$ cat src/rtl/multicycle_controller_pkg.sv
`default_nettype none
// ============================================================================
//  Module      : multicycle_controller_pkg
//  Description : Shared encodings for the multi-cycle 16-bit CPU: opcodes,
//                R-type func codes, ALU FUNC_* codes, controller state
//                encodings and datapath mux select codes.
//  Revision    : 1.0 - initial release
// ============================================================================
package multicycle_controller_pkg;

    localparam int WORD_SIZE = 16;
    localparam int STATE_W   = 3;

    // Opcodes (IR[15:12])
    localparam logic [3:0] OP_BNE  = 4'd0;
    localparam logic [3:0] OP_BEQ  = 4'd1;
    localparam logic [3:0] OP_BGZ  = 4'd2;
    localparam logic [3:0] OP_BLZ  = 4'd3;
    localparam logic [3:0] OP_ADI  = 4'd4;
    localparam logic [3:0] OP_ORI  = 4'd5;
    localparam logic [3:0] OP_LHI  = 4'd6;
    localparam logic [3:0] OP_LWD  = 4'd7;
    localparam logic [3:0] OP_SWD  = 4'd8;
    localparam logic [3:0] OP_JMP  = 4'd9;
    localparam logic [3:0] OP_JAL  = 4'd10;
    localparam logic [3:0] OP_RTYP = 4'd15;

    // Func codes (IR[5:0]) under OP_RTYP; 0-7 are ALU operations
    localparam logic [5:0] FN_JPR = 6'd25;
    localparam logic [5:0] FN_JRL = 6'd26;
    localparam logic [5:0] FN_WWD = 6'd28;
    localparam logic [5:0] FN_HLT = 6'd29;

    // ALU operation codes; R-type ALU func[2:0] maps directly onto these
    localparam logic [2:0] FUNC_ADD = 3'd0;
    localparam logic [2:0] FUNC_SUB = 3'd1;
    localparam logic [2:0] FUNC_AND = 3'd2;
    localparam logic [2:0] FUNC_ORR = 3'd3;
    localparam logic [2:0] FUNC_NOT = 3'd4;
    localparam logic [2:0] FUNC_TCP = 3'd5;
    localparam logic [2:0] FUNC_SHL = 3'd6;
    localparam logic [2:0] FUNC_SHR = 3'd7;

    typedef enum logic [STATE_W-1:0] {
        S_IF   = 3'd0,
        S_ID   = 3'd1,
        S_EX   = 3'd2,
        S_MEM  = 3'd3,
        S_WB   = 3'd4,
        S_HALT = 3'd5
    } state_t;

    localparam logic [1:0] PC_SRC_ALU    = 2'b00;
    localparam logic [1:0] PC_SRC_ALUOUT = 2'b01;
    localparam logic [1:0] PC_SRC_JUMP   = 2'b10;
    localparam logic [1:0] PC_SRC_REG    = 2'b11;

    localparam logic [1:0] ALU_B_REG  = 2'b00;
    localparam logic [1:0] ALU_B_ONE  = 2'b01;
    localparam logic [1:0] ALU_B_SEXT = 2'b10;
    localparam logic [1:0] ALU_B_ZEXT = 2'b11;

    localparam logic [1:0] REG_DST_RD = 2'b00;
    localparam logic [1:0] REG_DST_RT = 2'b01;
    localparam logic [1:0] REG_DST_R2 = 2'b10;

    localparam logic [1:0] REG_SRC_ALUOUT = 2'b00;
    localparam logic [1:0] REG_SRC_MDR    = 2'b01;
    localparam logic [1:0] REG_SRC_PC     = 2'b10;

endpackage
`default_nettype wire

$ cat src/rtl/multicycle_controller_if.sv
`default_nettype none
// ============================================================================
//  Module      : multicycle_controller_if
//  Description : Control bundle between the multi-cycle controller and the
//                datapath. master = controller, slave = datapath.
//                Datapath -> controller : opcode, func_code, branch_cond,
//                                         mem_ready
//                Controller -> datapath : memory, PC, IR, ALU, register file
//                                         controls plus is_wwd/inst_done/halted
//  Revision    : 1.0 - initial release
// ============================================================================
interface multicycle_controller_if;
    logic [3:0] opcode;
    logic [5:0] func_code;
    logic       branch_cond;
    logic       mem_ready;
    logic       mem_read;
    logic       mem_write;
    logic       i_or_d;
    logic       ir_write;
    logic       pc_write;
    logic       pc_write_cond;
    logic [1:0] pc_source;
    logic       alu_src_a;
    logic [1:0] alu_src_b;
    logic [2:0] alu_op;
    logic [1:0] reg_dst;
    logic [1:0] reg_src;
    logic       reg_write;
    logic       is_wwd;
    logic       inst_done;
    logic       halted;

    modport master (
        input  opcode, func_code, branch_cond, mem_ready,
        output mem_read, mem_write, i_or_d, ir_write, pc_write, pc_write_cond,
               pc_source, alu_src_a, alu_src_b, alu_op, reg_dst, reg_src,
               reg_write, is_wwd, inst_done, halted
    );

    modport slave (
        output opcode, func_code, branch_cond, mem_ready,
        input  mem_read, mem_write, i_or_d, ir_write, pc_write, pc_write_cond,
               pc_source, alu_src_a, alu_src_b, alu_op, reg_dst, reg_src,
               reg_write, is_wwd, inst_done, halted
    );
endinterface
`default_nettype wire

$ cat src/rtl/multicycle_controller_decode.sv
`default_nettype none
// ============================================================================
//  Module      : mc_decode
//  Description : Combinational instruction classifier for the latched IR.
//                Inputs : i_opcode (IR[15:12]), i_func_code (IR[5:0])
//                Outputs: one-hot-ish class flags; is_link qualifies a jump
//                         class. No flag set means undefined (executes as NOP).
//  Revision    : 1.0 - initial release
// ============================================================================
module mc_decode
    import multicycle_controller_pkg::*;
(
    input  wire logic [3:0] i_opcode,
    input  wire logic [5:0] i_func_code,
    output logic            o_is_rtype,
    output logic            o_is_itype,
    output logic            o_is_load,
    output logic            o_is_store,
    output logic            o_is_branch,
    output logic            o_is_jump,
    output logic            o_is_link,
    output logic            o_is_jreg,
    output logic            o_is_wwd,
    output logic            o_is_hlt
);
    logic w_rtyp;

    assign w_rtyp      = (i_opcode == OP_RTYP);
    assign o_is_rtype  = w_rtyp && (i_func_code[5:3] == 3'b000);
    assign o_is_itype  = (i_opcode == OP_ADI) || (i_opcode == OP_ORI) ||
                         (i_opcode == OP_LHI);
    assign o_is_load   = (i_opcode == OP_LWD);
    assign o_is_store  = (i_opcode == OP_SWD);
    assign o_is_branch = (i_opcode <= OP_BLZ);
    assign o_is_jump   = (i_opcode == OP_JMP) || (i_opcode == OP_JAL);
    assign o_is_jreg   = w_rtyp && ((i_func_code == FN_JPR) ||
                                    (i_func_code == FN_JRL));
    assign o_is_link   = (i_opcode == OP_JAL) ||
                         (w_rtyp && (i_func_code == FN_JRL));
    assign o_is_wwd    = w_rtyp && (i_func_code == FN_WWD);
    assign o_is_hlt    = w_rtyp && (i_func_code == FN_HLT);
endmodule
`default_nettype wire

$ cat src/rtl/multicycle_controller.sv
`default_nettype none
// ============================================================================
//  Module      : multicycle_controller
//  Description : FSM sequencing the shared multi-cycle datapath through
//                IF/ID/EX/MEM/WB/HALT. Outputs are combinational from the
//                registered state, the latched IR fields and mem_ready.
//                Ports: clk, reset (synchronous, active-high),
//                       bus (multicycle_controller_if.master)
//                Option: define JUMP_IN_ID_EN to retire JMP/JAL/JPR/JRL,
//                        WWD and HLT in ID (2-cycle latency).
//  Revision    : 1.0 - initial release
// ============================================================================
module multicycle_controller
    import multicycle_controller_pkg::*;
(
    input  wire logic               clk,
    input  wire logic               reset,
    multicycle_controller_if.master bus
);
    state_t     r_state;
    state_t     w_next_state;

    logic w_rtype, w_itype, w_load, w_store, w_branch;
    logic w_jump, w_link, w_jreg, w_wwd, w_hlt;
    logic w_short, w_short_in_id, w_short_now;

    logic       w_mem_read, w_mem_write, w_i_or_d, w_ir_write;
    logic       w_pc_write, w_pc_write_cond, w_alu_src_a, w_reg_write;
    logic       w_is_wwd, w_inst_done, w_halted;
    logic [1:0] w_pc_source, w_alu_src_b, w_reg_dst, w_reg_src;
    logic [2:0] w_alu_op;

    // The branch decision gates pc_write_cond inside the datapath.
    logic w_unused_branch_cond;
    assign w_unused_branch_cond = bus.branch_cond;

    mc_decode u_decode (
        .i_opcode    (bus.opcode),
        .i_func_code (bus.func_code),
        .o_is_rtype  (w_rtype),
        .o_is_itype  (w_itype),
        .o_is_load   (w_load),
        .o_is_store  (w_store),
        .o_is_branch (w_branch),
        .o_is_jump   (w_jump),
        .o_is_link   (w_link),
        .o_is_jreg   (w_jreg),
        .o_is_wwd    (w_wwd),
        .o_is_hlt    (w_hlt)
    );

    // Instructions needing no ALU/memory work after decode
    assign w_short = w_jump || w_jreg || w_wwd || w_hlt;
`ifdef JUMP_IN_ID_EN
    assign w_short_in_id = w_short;
`else
    assign w_short_in_id = 1'b0;
`endif
    assign w_short_now = ((r_state == S_EX) && w_short) ||
                         ((r_state == S_ID) && w_short_in_id);

    always_ff @(posedge clk) begin
        if (reset) begin
            r_state <= S_IF;
        end else begin
            r_state <= w_next_state;
        end
    end

    always_comb begin
        w_next_state    = r_state;
        w_mem_read      = 1'b0;
        w_mem_write     = 1'b0;
        w_i_or_d        = 1'b0;
        w_ir_write      = 1'b0;
        w_pc_write      = 1'b0;
        w_pc_write_cond = 1'b0;
        w_pc_source     = PC_SRC_ALU;
        w_alu_src_a     = 1'b0;
        w_alu_src_b     = ALU_B_REG;
        w_alu_op        = FUNC_ADD;
        w_reg_dst       = REG_DST_RD;
        w_reg_src       = REG_SRC_ALUOUT;
        w_reg_write     = 1'b0;
        w_is_wwd        = 1'b0;
        w_inst_done     = 1'b0;
        w_halted        = 1'b0;

        case (r_state)
            S_IF: begin
                // Fetch and PC+1 share the cycle the memory completes
                w_mem_read  = 1'b1;
                w_alu_src_b = ALU_B_ONE;
                if (bus.mem_ready) begin
                    w_ir_write   = 1'b1;
                    w_pc_write   = 1'b1;
                    w_next_state = S_ID;
                end
            end
            S_ID: begin
                // Speculative branch target PC+sext(imm) into ALUOut
                w_alu_src_b  = ALU_B_SEXT;
                w_next_state = S_EX;
            end
            S_EX: begin
                w_alu_src_a = 1'b1;
                if (w_rtype) begin
                    w_alu_op     = bus.func_code[2:0];
                    w_next_state = S_WB;
                end else if (w_itype) begin
                    w_alu_src_b  = (bus.opcode == OP_ADI) ? ALU_B_SEXT : ALU_B_ZEXT;
                    w_alu_op     = (bus.opcode == OP_ADI) ? FUNC_ADD :
                                   (bus.opcode == OP_ORI) ? FUNC_ORR : FUNC_SHL;
                    w_next_state = S_WB;
                end else if (w_load || w_store) begin
                    w_alu_src_b  = ALU_B_SEXT;
                    w_next_state = S_MEM;
                end else if (w_branch) begin
                    w_alu_op        = FUNC_SUB;
                    w_pc_write_cond = 1'b1;
                    w_pc_source     = PC_SRC_ALUOUT;
                    w_inst_done     = 1'b1;
                    w_next_state    = S_IF;
                end else begin
                    // Undefined encodings retire as NOP; short ones are
                    // completed below.
                    w_inst_done  = 1'b1;
                    w_next_state = S_IF;
                end
            end
            S_MEM: begin
                w_i_or_d    = 1'b1;
                w_mem_read  = w_load;
                w_mem_write = w_store;
                if (bus.mem_ready) begin
                    if (w_load) begin
                        w_next_state = S_WB;
                    end else begin
                        w_inst_done  = 1'b1;
                        w_next_state = S_IF;
                    end
                end
            end
            S_WB: begin
                w_reg_write  = 1'b1;
                w_inst_done  = 1'b1;
                w_reg_dst    = w_rtype ? REG_DST_RD : REG_DST_RT;
                w_reg_src    = w_load ? REG_SRC_MDR : REG_SRC_ALUOUT;
                w_next_state = S_IF;
            end
            S_HALT: begin
                w_halted = 1'b1;
            end
            default: begin
                w_next_state = S_IF;
            end
        endcase

        // PC already holds PC+1 here, so the link write stores the return
        // address.
        if (w_short_now) begin
            w_inst_done  = 1'b1;
            w_next_state = w_hlt ? S_HALT : S_IF;
            if (w_jump || w_jreg) begin
                w_pc_write  = 1'b1;
                w_pc_source = w_jump ? PC_SRC_JUMP : PC_SRC_REG;
            end
            if (w_link) begin
                w_reg_write = 1'b1;
                w_reg_dst   = REG_DST_R2;
                w_reg_src   = REG_SRC_PC;
            end
            w_is_wwd = w_wwd;
        end

        if (reset) begin
            w_next_state    = S_IF;
            w_mem_read      = 1'b0;
            w_mem_write     = 1'b0;
            w_i_or_d        = 1'b0;
            w_ir_write      = 1'b0;
            w_pc_write      = 1'b0;
            w_pc_write_cond = 1'b0;
            w_pc_source     = 2'b00;
            w_alu_src_a     = 1'b0;
            w_alu_src_b     = 2'b00;
            w_alu_op        = 3'b000;
            w_reg_dst       = 2'b00;
            w_reg_src       = 2'b00;
            w_reg_write     = 1'b0;
            w_is_wwd        = 1'b0;
            w_inst_done     = 1'b0;
            w_halted        = 1'b0;
        end
    end

    assign bus.mem_read      = w_mem_read;
    assign bus.mem_write     = w_mem_write;
    assign bus.i_or_d        = w_i_or_d;
    assign bus.ir_write      = w_ir_write;
    assign bus.pc_write      = w_pc_write;
    assign bus.pc_write_cond = w_pc_write_cond;
    assign bus.pc_source     = w_pc_source;
    assign bus.alu_src_a     = w_alu_src_a;
    assign bus.alu_src_b     = w_alu_src_b;
    assign bus.alu_op        = w_alu_op;
    assign bus.reg_dst       = w_reg_dst;
    assign bus.reg_src       = w_reg_src;
    assign bus.reg_write     = w_reg_write;
    assign bus.is_wwd        = w_is_wwd;
    assign bus.inst_done     = w_inst_done;
    assign bus.halted        = w_halted;
endmodule
`default_nettype wire

$ cat src/flat_wrapper.sv
// flat-port wrapper written by rule: the top's interface ports become plain ports
module multicycle_controller_flat import multicycle_controller_pkg::*;
  (clk, reset, bus_opcode, bus_func_code, bus_branch_cond, bus_mem_ready, bus_mem_read, bus_mem_write, bus_i_or_d, bus_ir_write, bus_pc_write, bus_pc_write_cond, bus_pc_source, bus_alu_src_a, bus_alu_src_b, bus_alu_op, bus_reg_dst, bus_reg_src, bus_reg_write, bus_is_wwd, bus_inst_done, bus_halted);
  multicycle_controller_if bus_i ();
  input  wire logic clk;
  input  wire logic reset;
  input wire logic [$bits(bus_i.opcode)-1:0] bus_opcode;
  input wire logic [$bits(bus_i.func_code)-1:0] bus_func_code;
  input wire logic [$bits(bus_i.branch_cond)-1:0] bus_branch_cond;
  input wire logic [$bits(bus_i.mem_ready)-1:0] bus_mem_ready;
  output wire logic [$bits(bus_i.mem_read)-1:0] bus_mem_read;
  output wire logic [$bits(bus_i.mem_write)-1:0] bus_mem_write;
  output wire logic [$bits(bus_i.i_or_d)-1:0] bus_i_or_d;
  output wire logic [$bits(bus_i.ir_write)-1:0] bus_ir_write;
  output wire logic [$bits(bus_i.pc_write)-1:0] bus_pc_write;
  output wire logic [$bits(bus_i.pc_write_cond)-1:0] bus_pc_write_cond;
  output wire logic [$bits(bus_i.pc_source)-1:0] bus_pc_source;
  output wire logic [$bits(bus_i.alu_src_a)-1:0] bus_alu_src_a;
  output wire logic [$bits(bus_i.alu_src_b)-1:0] bus_alu_src_b;
  output wire logic [$bits(bus_i.alu_op)-1:0] bus_alu_op;
  output wire logic [$bits(bus_i.reg_dst)-1:0] bus_reg_dst;
  output wire logic [$bits(bus_i.reg_src)-1:0] bus_reg_src;
  output wire logic [$bits(bus_i.reg_write)-1:0] bus_reg_write;
  output wire logic [$bits(bus_i.is_wwd)-1:0] bus_is_wwd;
  output wire logic [$bits(bus_i.inst_done)-1:0] bus_inst_done;
  output wire logic [$bits(bus_i.halted)-1:0] bus_halted;
  assign bus_i.opcode = bus_opcode;
  assign bus_i.func_code = bus_func_code;
  assign bus_i.branch_cond = bus_branch_cond;
  assign bus_i.mem_ready = bus_mem_ready;
  assign bus_mem_read = bus_i.mem_read;
  assign bus_mem_write = bus_i.mem_write;
  assign bus_i_or_d = bus_i.i_or_d;
  assign bus_ir_write = bus_i.ir_write;
  assign bus_pc_write = bus_i.pc_write;
  assign bus_pc_write_cond = bus_i.pc_write_cond;
  assign bus_pc_source = bus_i.pc_source;
  assign bus_alu_src_a = bus_i.alu_src_a;
  assign bus_alu_src_b = bus_i.alu_src_b;
  assign bus_alu_op = bus_i.alu_op;
  assign bus_reg_dst = bus_i.reg_dst;
  assign bus_reg_src = bus_i.reg_src;
  assign bus_reg_write = bus_i.reg_write;
  assign bus_is_wwd = bus_i.is_wwd;
  assign bus_inst_done = bus_i.inst_done;
  assign bus_halted = bus_i.halted;
  multicycle_controller u_core (.clk(clk), .reset(reset), .bus(bus_i));
endmodule
$ cat config.mk
export PLATFORM = sky130hd
export DESIGN_NAME = multicycle_controller_flat
export DESIGN_NICKNAME = d
export VERILOG_FILES = /design/src/rtl/multicycle_controller_pkg.sv /design/src/rtl/multicycle_controller_if.sv /design/src/rtl/multicycle_controller_decode.sv /design/src/rtl/multicycle_controller.sv /design/src/flat_wrapper.sv
export SDC_FILE = /design/constraint.sdc
export NUM_CORES = 1
export LEC_CHECK = 0
export CORE_AREA = 2 2 39 41
export DETAILED_ROUTE_END_ITERATION = 12
export DIE_AREA = 0 0 41 43
export DONT_BUFFER_PORTS = 1
export PLACE_DENSITY_LB_ADDON = 0.25
export SYNTH_ARGS = -nofsm -noshare
export SYNTH_HDL_FRONTEND = slang
export SYNTH_HIERARCHICAL = 1
export SYNTH_SLANG_ARGS = --single-unit
$ cat constraint.sdc
create_clock -name clk -period 2.05 [get_ports clk]
set_clock_uncertainty 0.2 [all_clocks]
set_input_delay 0.205 -clock clk [delete_from_list [all_inputs] [get_ports clk]]
set_output_delay 0.205 -clock clk [all_outputs]
set_load 0.005 [all_outputs]
==> results of run 1 <==
cells in the mapped netlist (2+ instances only):
| library cell | number | area, µm² |
|---|---|---|
| buf_4 | 2 | 15.0 |
| a211oi_1 | 2 | 15.0 |
| a311oi_1 | 2 | 17.5 |
| nand2b_1 | 5 | 31.3 |
| nor3b_1 | 2 | 15.0 |
| nor2_1 | 19 | 71.3 |
| o21ai_0 | 4 | 20.0 |
| a31oi_1 | 2 | 12.5 |
| a21oi_1 | 8 | 40.0 |
| inv_1 | 4 | 15.0 |
| and3_1 | 3 | 18.8 |
| and2_1 | 2 | 12.5 |
| nor2b_1 | 2 | 12.5 |
| o21ai_1 | 2 | 10.0 |
| nor3_1 | 7 | 35.0 |
| buf_2 | 3 | 15.0 |
| dfxtp_1 | 3 | 60.1 |
| clkbuf_1 | 4 | 15.0 |
| a22oi_1 | 2 | 15.0 |
| nor4_1 | 4 | 25.0 |
| nand2_1 | 8 | 30.0 |
critical path: cells and delay by family:
| family | cells | cell delay [ns] |
|---|---|---|
| AOI/OAI and AO/OA | 2 | 0.50 |
| and+or+nand+nor | 3 | 0.68 |
| buffers and inverters | 1 | 0.18 |
through the flow:
step	std cells	cell area, µm²	util, %
floorplan	112	699	-
global placement	129	746	53.9
detailed placement	129	746	53.9
CTS	135	797	57.6
global route	135	821	59.3
finish	135	821	59.3
power by group:
group | internal (mW) | switching [mW]
Sequential | 0.0630 | 0.00225
Clock | 0.0732 | 0.0343
Combinational | 0.0524 | 0.0737
Total | 0.189 | 0.110
layer usage:
| metal | part of all wire (%) | up-vias | track usage [%] |
|---|---|---|---|
| li1 | - | 423 | - |
| met1 | 40 | 396 | 29.3 |
| met2 | 53 | 31 | 45.3 |
| met3 | 6.8 | 0 | 6.81 |
| met4 | 0 | 0 | 3.33 |
| met5 | 0 | - | 0 |
kinds of logic (layout without fill, tap and decap cells):
kind of cell    after synthesis  count (layout)  synth area share (%)
xor+xnor                      1               1                  1.25
flops                         3               3                  8.59
compound gates               27              27                  24.7
mux                           1               1                  1.43
buf+inv                      14              21                  10.2
simple gates                 66              66                  53.8
layout by cell type, fill, tap and decap left out, types with 3 or more instances in the layout:
cell type	netlist	layout
a21oi_1	8	7
nor3_1	7	7
dfxtp_1	3	3
nor2_1	19	18
nand2b_1	5	5
buf_4	2	11
o21ai_0	4	4
nor4_1	4	4
clkbuf_4	0	3
nand2_1	8	8
inv_1	4	4
and3_1	3	3
cell type report:
class / count / share of cell area, %
Inverter: 4 / 1.83
Timing Repair Buffer: 13 / 12.5
Multi-Input combinational cell: 95 / 72.7
Tap cell: 16 / 2.44
Clock buffer: 4 / 3.20
Sequential cell: 3 / 7.32
worst max-delay path by stage:
stage | slack [ns] | cells after the start | end
2_1_floorplan | 0.06 | 6 | bus_reg_src[1]
3_3_place_gp | -0.0006 | 6 | bus_pc_write
3_5_place_dp | -0.03 | 6 | bus_pc_write
4_1_cts | 0.01 | 6 | bus_pc_write
5_1_grt | 0.01 | 6 | bus_pc_write
6_report | 0.09 | 6 | bus_pc_write
what timing repair did:
action	4_1_cts	5_1_grt
endpoints found under the hold margin	3	0
pin swaps	0	1
hold buffers	2	0
setup endpoints to repair	1	4
cloned	0	0
resized for setup	2	5
==> out/qor.yml, run 1 <==
hp-start: "bus_mem_ready"
biggestRegsByFlops: "u_core/r_state (3)"
grt_max_degree: 18
critPathLaunch: "bus_func_code[4]"
pin_count: 36
r2r-start: "u_core/r_state[2]"
fin_ws_ns: 0.0901
ff2ff_path_depth: 5
syn_area_um2: 699
arrival_ns: 1.55
grt_use_total_pct: 25.5
period_share_pct: 95.6
min_to: "u_core/r_state[2]"
gr-total-overflow: 0
cts_tree: "built"
route.detailed.drc: 0
multi_input_area_um2: 597
io_buffers: 0
htree_levels: 1
start_kind: "input port"
r2r_end: "u_core/r_state[2]"
n_antenna_cell: 0
hold_depth: 2
core_um2: 1380
largest_reg_flops: 3
cp_cell_sequence: "nand4_1, or4_4, a21oi_4, nor2_2, a2111oi_2, buf_4"
pre_cts_ws_ns: -0.0261
finalSetupTns_ns: 0
numCtsBuffers: 3
num_rows: 14
power.leakage_nw: 0.300
slew_headroom_pct: 65.8
drt_iter0_drc: 17
holdWs_ns: 0.0360
die_area_um2: 1760
die_h_um: 43
synth-seq-cells: 3
synth_edf_count: 0
cts_setup_buffers: 0
drt_wl_total_um: 2120
die_x_um: 41
ys_seq_area_share_pct: 8.59
finalHoldViolCount: 0
via_count: 850
clkSinkCount: 3
worstSetupEndpointType: "output port"
fmax_mhz: 510
synth_area_per_cell_um2: 6.24
max_stage_delay_ns: 0.52
critPathMaxFanout: 3
gp_congestion: 0.781
top_register: "u_core/r_state"
peakVddDrop_mv: 0.262
cts_root_buffer: "clkbuf_4"
finalCriticalPeriod_ns: 1.96
critPathRequiredTime_ns: 1.64
drv_slew: 0
layout.nets: 134
maxCapViolations: 0
ys_types: 43
syn_nets: 126
drive_above_1_share_pct: 21.8
rsz0062_at_grt: "false"
syn_to_final_growth_pct: 17.4
finalSetupViolCount: 0
num-fill-cells: 142
dp_hpwl_um: 1580
grt_first_pass_wirelength_um: 3220
dr.pass1.iters: 4
antenna_found_initial: 0
netlist_instances: 112
insertion_delay_ns: 0.24
ant_nets: 0
status: "finished clean"
first_global_vias: 784
cts.path.max_buffers: 2
post_drt_wl_per_cell_um: 15.7
p_per_area_nw_per_um2: 364
synth_warnings: 6
hp-class: "in2reg"
start_util_pct: 50.5
path_class: "in2out"
power_mw: 0.299
vias_per_cell: 6.30
path_clk_slew_ns: 0.04
ys.flop_type: "dfxtp_1"
r2r_slack_ns: 0.46
cp_slowest_cell: "or4_4"
tightest_slew_ns: 0.511
synthArstFlopShare_pct: 0
seqCellArea_um2: 60.1
Note: power is estimated with default switching activity, not from simulation.
==> run 2: changes to the inputs <==
--- a/config.mk
+++ b/config.mk
@@ -5,11 +5,13 @@
 export SDC_FILE = /design/constraint.sdc
 export NUM_CORES = 1
 export LEC_CHECK = 0
-export CORE_AREA = 2 2 39 41
+export CORE_AREA = 4 4 41 43
 export DETAILED_ROUTE_END_ITERATION = 12
-export DIE_AREA = 0 0 41 43
+export DIE_AREA = 0 0 45 47
 export DONT_BUFFER_PORTS = 1
+export GPL_ROUTABILITY_DRIVEN = 1
 export PLACE_DENSITY_LB_ADDON = 0.25
+export RECOVER_POWER = 50
 export SYNTH_ARGS = -nofsm -noshare
 export SYNTH_HDL_FRONTEND = slang
 export SYNTH_HIERARCHICAL = 1
==> out/qor.yml, run 2 (same netlist as run 1, synthesis figures left out) <==
multi_input_area_um2: 607
htree_levels: 1
seqCellArea_um2: 60.1
core_um2: 1300
start_util_pct: 53.8
die_h_um: 47
r2r_end: "u_core/r_state[2]"
finalCriticalPeriod_ns: 1.93
die_area_um2: 2120
arrival_ns: 1.53
period_share_pct: 94.3
clkSinkCount: 3
r2r_slack_ns: 0.36
cts.path.max_buffers: 2
slew_headroom_pct: 70.3
p_per_area_nw_per_um2: 361
peakVddDrop_mv: 0.195
biggestRegsByFlops: "u_core/r_state (3)"
layout.nets: 133
r2r-start: "u_core/r_state[2]"
largest_reg_flops: 3
fin_cells: 133
layout_common_cells: "nor2_1 (19), buf_4 (9), nand2_1 (8), a21oi_1 (7), nor3_1 (6)"
cts_root_buffer: "clkbuf_4"
antenna_found_initial: 0
n_antenna_cell: 0
insertion_delay_ns: 0.23
drt_iter0_drc: 47
path_class: "reg2out"
hp-class: "in2reg"
cts_tree: "built"
fmax_mhz: 517
top_register: "u_core/r_state"
first_global_vias: 749
vias_per_cell: 6.49
rsz0062_at_grt: "false"
drt_wl_total_um: 2050
endpoint: "bus_reg_src[1]"
route.detailed.drc: 0
grt_max_degree: 18
worst-path-buf-inv: 1
num-fill-cells: 131
cp_num_cells: 4
final_core_util_pct: 62.9
final_common_cell: "nor2_1"
post_drt_wl_per_cell_um: 15.4
max_stage_delay_ns: 0.34
drv_slew: 0
crit_family: "simple AND/OR/NAND/NOR gates"
dr.pass1.iters: 4
numCtsBuffers: 3
finalSetupViolCount: 0
critPathRequiredTime_ns: 1.64
path_clk_slew_ns: 0.04
finalHoldViolCount: 0
via_count: 863
tightest_slew_ns: 0.444
ant_nets: 0
die_x_um: 45
maxCapViolations: 0
pin_count: 36
worstSetupEndpointType: "output port"
power_mw: 0.295
grt_first_pass_wirelength_um: 3240
cp_slowest_cell: "or2_0"
syn_to_final_growth_pct: 17.0
placed_cells: 127
critPathMaxFanout: 7
power.leakage_nw: 0.293
ff2ff_path_depth: 5
dp_hpwl_um: 1540
start_kind: "register"
cts_setup_buffers: 0
cp_cell_sequence: "or2_0, or2_4, inv_1, and3_2"
critPathLaunch: "u_core/r_state[2]"
status: "finished clean"
grt_use_total_pct: 20.2
num_rows: 13
drive_above_1_share_pct: 22.9
gr-total-overflow: 0
gp_congestion: 0.820
io_buffers: 0
run 2: worst min path at each step:
stage / from / to / slack (ns) / cells past startpoint
2_1_floorplan: bus_mem_ready / u_core/r_state[1] / 0.12 / 1
3_3_place_gp: reset / u_core/r_state[0] / 0.08 / 1
3_5_place_dp: reset / u_core/r_state[0] / 0.09 / 1
4_1_cts: bus_mem_ready / u_core/r_state[2] / 0.03 / 2
5_1_grt: bus_mem_ready / u_core/r_state[2] / 0.08 / 2
6_report: bus_mem_ready / u_core/r_state[2] / 0.04 / 2
run 2: cell type report:
| type | count | share of cell area (%) |
|---|---|---|
| clock buffers | 4 | 3.21 |
| inverters | 4 | 1.83 |
| multi-input cells | 95 | 74.2 |
| flip-flops and latches | 3 | 7.34 |
| well taps | 15 | 2.29 |
| repair buffers | 12 | 11.2 |
run 2: per-layer routing:
layer,global-route usage [%],vias up,part of all wire (%)
met5,0,-,0
met4,11.7,0,1.1
met3,1.15,4,7.0
met2,30.8,43,48
met1,27.9,400,43
li1,-,416,-
run 2: timing repair:
item | in CTS | in global routing
resized for setup | 2 | 7
pin swaps | 0 | 2
hold endpoints to repair | 3 | 0
hold buffers | 2 | 0
endpoints found under the setup margin | 1 | 6
run 2: per-stage QoR:
stage | setup slack, ns | TNS, ns | cell area [µm²] | hold WS, ns
after floorplan | 0.0572 | 0 | 699 | 0.124
after global placement | 0.0126 | 0 | 737 | 0.0828
after detailed placement | -0.0519 | -0.0519 | 737 | 0.0895
after CTS | 0.0119 | 0 | 790 | 0.0252
after global routing | 0.000740 | 0 | 818 | 0.0766
final | 0.116 | 0 | 818 | 0.0402
run 2: where the power goes:
group	switching (mW)	internal (mW)	total, mW
clock	0.0320	0.0730	0.105
combinational	0.0725	0.0513	0.124
sequential	0.00320	0.0631	0.0663
==> run 3: changes to the inputs <==
--- a/config.mk
+++ b/config.mk
@@ -5,9 +5,10 @@
 export SDC_FILE = /design/constraint.sdc
 export NUM_CORES = 1
 export LEC_CHECK = 0
-export CORE_AREA = 4 4 41 43
+export ABC_AREA = 1
+export CORE_MARGIN = 4
+export CORE_UTILIZATION = 55
 export DETAILED_ROUTE_END_ITERATION = 12
-export DIE_AREA = 0 0 45 47
 export DONT_BUFFER_PORTS = 1
 export GPL_ROUTABILITY_DRIVEN = 1
 export PLACE_DENSITY_LB_ADDON = 0.25
==> out/qor.yml, run 3 <==
status: "finished clean"
grt_first_pass_wirelength_um: 3190
io_buffers: 0
r2r-start: "u_core/r_state[2]"
layout_common_cells: "nor2_1 (34), nand2_1 (28), inv_1 (22), nand3_1 (12), a21oi_1 (8)"
num-fill-cells: 139
finalSetupTns_ns: 0
final_common_cell: "nor2_1"
cp_num_cells: 8
crit_path_frequent_cell: "nand2_1"
largest_reg_flops: 3
drt_iter0_drc: 52
synth.most_common_cell: "nor2_1"
route.detailed.drc: 0
synth_area_per_cell_um2: 5.30
hold_depth: 3
fin_cells: 163
syn_area_um2: 758
critPathRequiredTime_ns: 2.02
dr.pass1.iters: 4
grt_use_total_pct: 20.4
grt_max_degree: 14
synth_common_cells: "nor2_1 (33), nand2_1 (27), inv_1 (22), nand3_1 (11), a21oi_1 (7)"
gr-total-overflow: 0
pin_count: 36
ys.flop_type: "dfxtp_1"
netlist_top_cells_area: "nor2_1 (16%), nand2_1 (13%), inv_1 (11%)"
postPlaceCellArea_um2: 766
r2r_end: "u_core/r_state[1]"
worst-path-buf-inv: 2
syn_to_final_growth_pct: 6.93
core_um2: 1300
die_h_um: 45.1
insertion_delay_ns: 0.24
finalSetupViolCount: 0
max_stage_delay_ns: 0.59
die_area_um2: 2040
die_x_um: 45.1
start_util_pct: 58.3
antenna_found_initial: 0
path_clk_slew_ns: 0.04
drive_above_1_share_pct: 16.2
cts.path.max_buffers: 2
clkSinkCount: 3
hp-class: "in2reg"
cts_root_buffer: "clkbuf_4"
synth_top_area_share_pct: 16.3
top_register: "u_core/r_state"
r2r_slack_ns: 0.08
post_drt_wl_per_cell_um: 12.8
finalCriticalPeriod_ns: 1.97
synth_warnings: 6
numCtsBuffers: 3
hp-start: "reset"
maxCapViolations: 0
biggestRegsByFlops: "u_core/r_state (3)"
gp_congestion: 0.876
path_class: "reg2reg"
drt_wl_total_um: 2080
fin_area_um2: 811
cts_tree: "built"
start_kind: "register"
cp_cell_sequence: "inv_2, nand2_4, nor2_8, nand2_1, nand2_1, nand2_1, a21oi_1, dlygate4sd3_1"
rsz0062_at_grt: "false"
ant_nets: 0
synthArstFlopShare_pct: 0
min_to: "u_core/r_state[0]"
period_share_pct: 96.3
netlist_instances: 143
power.leakage_nw: 0.402
ff2ff_path_depth: 8
ys_types: 25
drv_slew: 0
arrival_ns: 1.95
p_per_area_nw_per_um2: 390
num_rows: 13
worstSetupEndpointType: "register"
synth-seq-cells: 3
crit_family: "buffers and inverters"
fmax_mhz: 507
holdWs_ns: 0.0159
syn_nets: 157
n_antenna_cell: 0
layout.nets: 163
ys_seq_area_share_pct: 7.92
peakVddDrop_mv: 0.514
cp_slowest_cell: "dlygate4sd3_1"
via_count: 895
htree_levels: 1
synth_largest_area_cell: "nor2_1"
first_global_vias: 750
finalHoldViolCount: 0
dp_hpwl_um: 1660
synth_edf_count: 0
tightest_slew_ns: 0.361
placed_cells: 156
slew_headroom_pct: 75.8
vias_per_cell: 5.49
critPathMaxFanout: 6
-- run 3: cell count changes after synthesis, sizes merged, moves of 4 or more --
cell,before,now
nand2,8,36
nand2b,5,0
inv,4,25
nand3,1,14
buf,6,1
nor2,19,40
nor4,5,0
o21ai,6,2
-- run 3: worst reg2reg max path, stage by stage, from the launching register on --
cell	delay [ns]
dfxtp_1	0.38
inv_2	0.14
nand2_4	0.08
nor2_8	0.16
nand2_1	0.09
nand2_1	0.07
nand2_1	0.05
a21oi_1	0.16
dlygate4sd3_1	0.59
-- run 3: routing by layer --
layer / vias to the layer above / track usage (%) / wire, µm
met5: - / 0 / 0
met4: 0 / 0 / 0
met3: 0 / 6.37 / 201
met2: 36 / 33.6 / 936
met1: 397 / 27.6 / 945
li1: 462 / - / -
-- run 3: layout make-up --
| type | instances | area (µm²) | area share (%) |
|---|---|---|---|
| Sequential cell | 3 | 60.1 | 7.41 |
| Tap cell | 15 | 18.8 | 2.31 |
| Clock buffer | 4 | 26.3 | 3.24 |
| Inverter | 25 | 93.8 | 11.6 |
| Timing Repair Buffer | 3 | 27.5 | 3.40 |
| Multi-Input combinational cell | 113 | 584 | 72.1 |
-- run 3: what timing repair did --
item                                    in CTS  in global routing
buffers inserted                             0                  1
endpoints found under the setup margin       0                  1
gates resized for setup                      0                  1
endpoints found under the hold margin        2                  0
hold buffers                                 2                  0
-- run 3: report_power, final --
group / internal, mW / switching (mW)
clock network: 0.0731 / 0.0338
registers: 0.0643 / 0.0126
logic: 0.0455 / 0.0870
total: 0.183 / 0.133
-- run 3: worst max path at each step --
stage	endpoint	startpoint	slack, ns
finish	u_core/r_state[1]	u_core/r_state[2]	0.08
global route	u_core/r_state[1]	bus_opcode[1]	0.003
CTS	u_core/r_state[1]	u_core/r_state[2]	0.19
detailed placement	bus_alu_op[0]	bus_opcode[1]	0.38
global placement	bus_reg_dst[1]	bus_opcode[3]	0.40
floorplan	bus_reg_src[1]	bus_opcode[3]	0.45
-- run 3: logic make-up (layout without fill, tap and decap cells) --
group	count (synthesis)	in the layout	synth area share, %
AND/OR/NAND/NOR	99	99	67.0
flip-flops	3	3	7.92
buffers and inverters	27	32	13.9
AO/OA/AOI/OAI	14	14	11.2
-- run 3: stage by stage --
step / total power, mW / worst slack [ns] / utilization, %
2_1_floorplan: 0.188 / 0.446 / -
5_1_grt: 0.343 / 0.00269 / 62.3
4_1_cts: 0.320 / 0.185 / 62.4
3_5_place_dp: 0.206 / 0.379 / 58.8
3_3_place_gp: 0.203 / 0.395 / 58.8
6_report: 0.316 / 0.0759 / 62.3
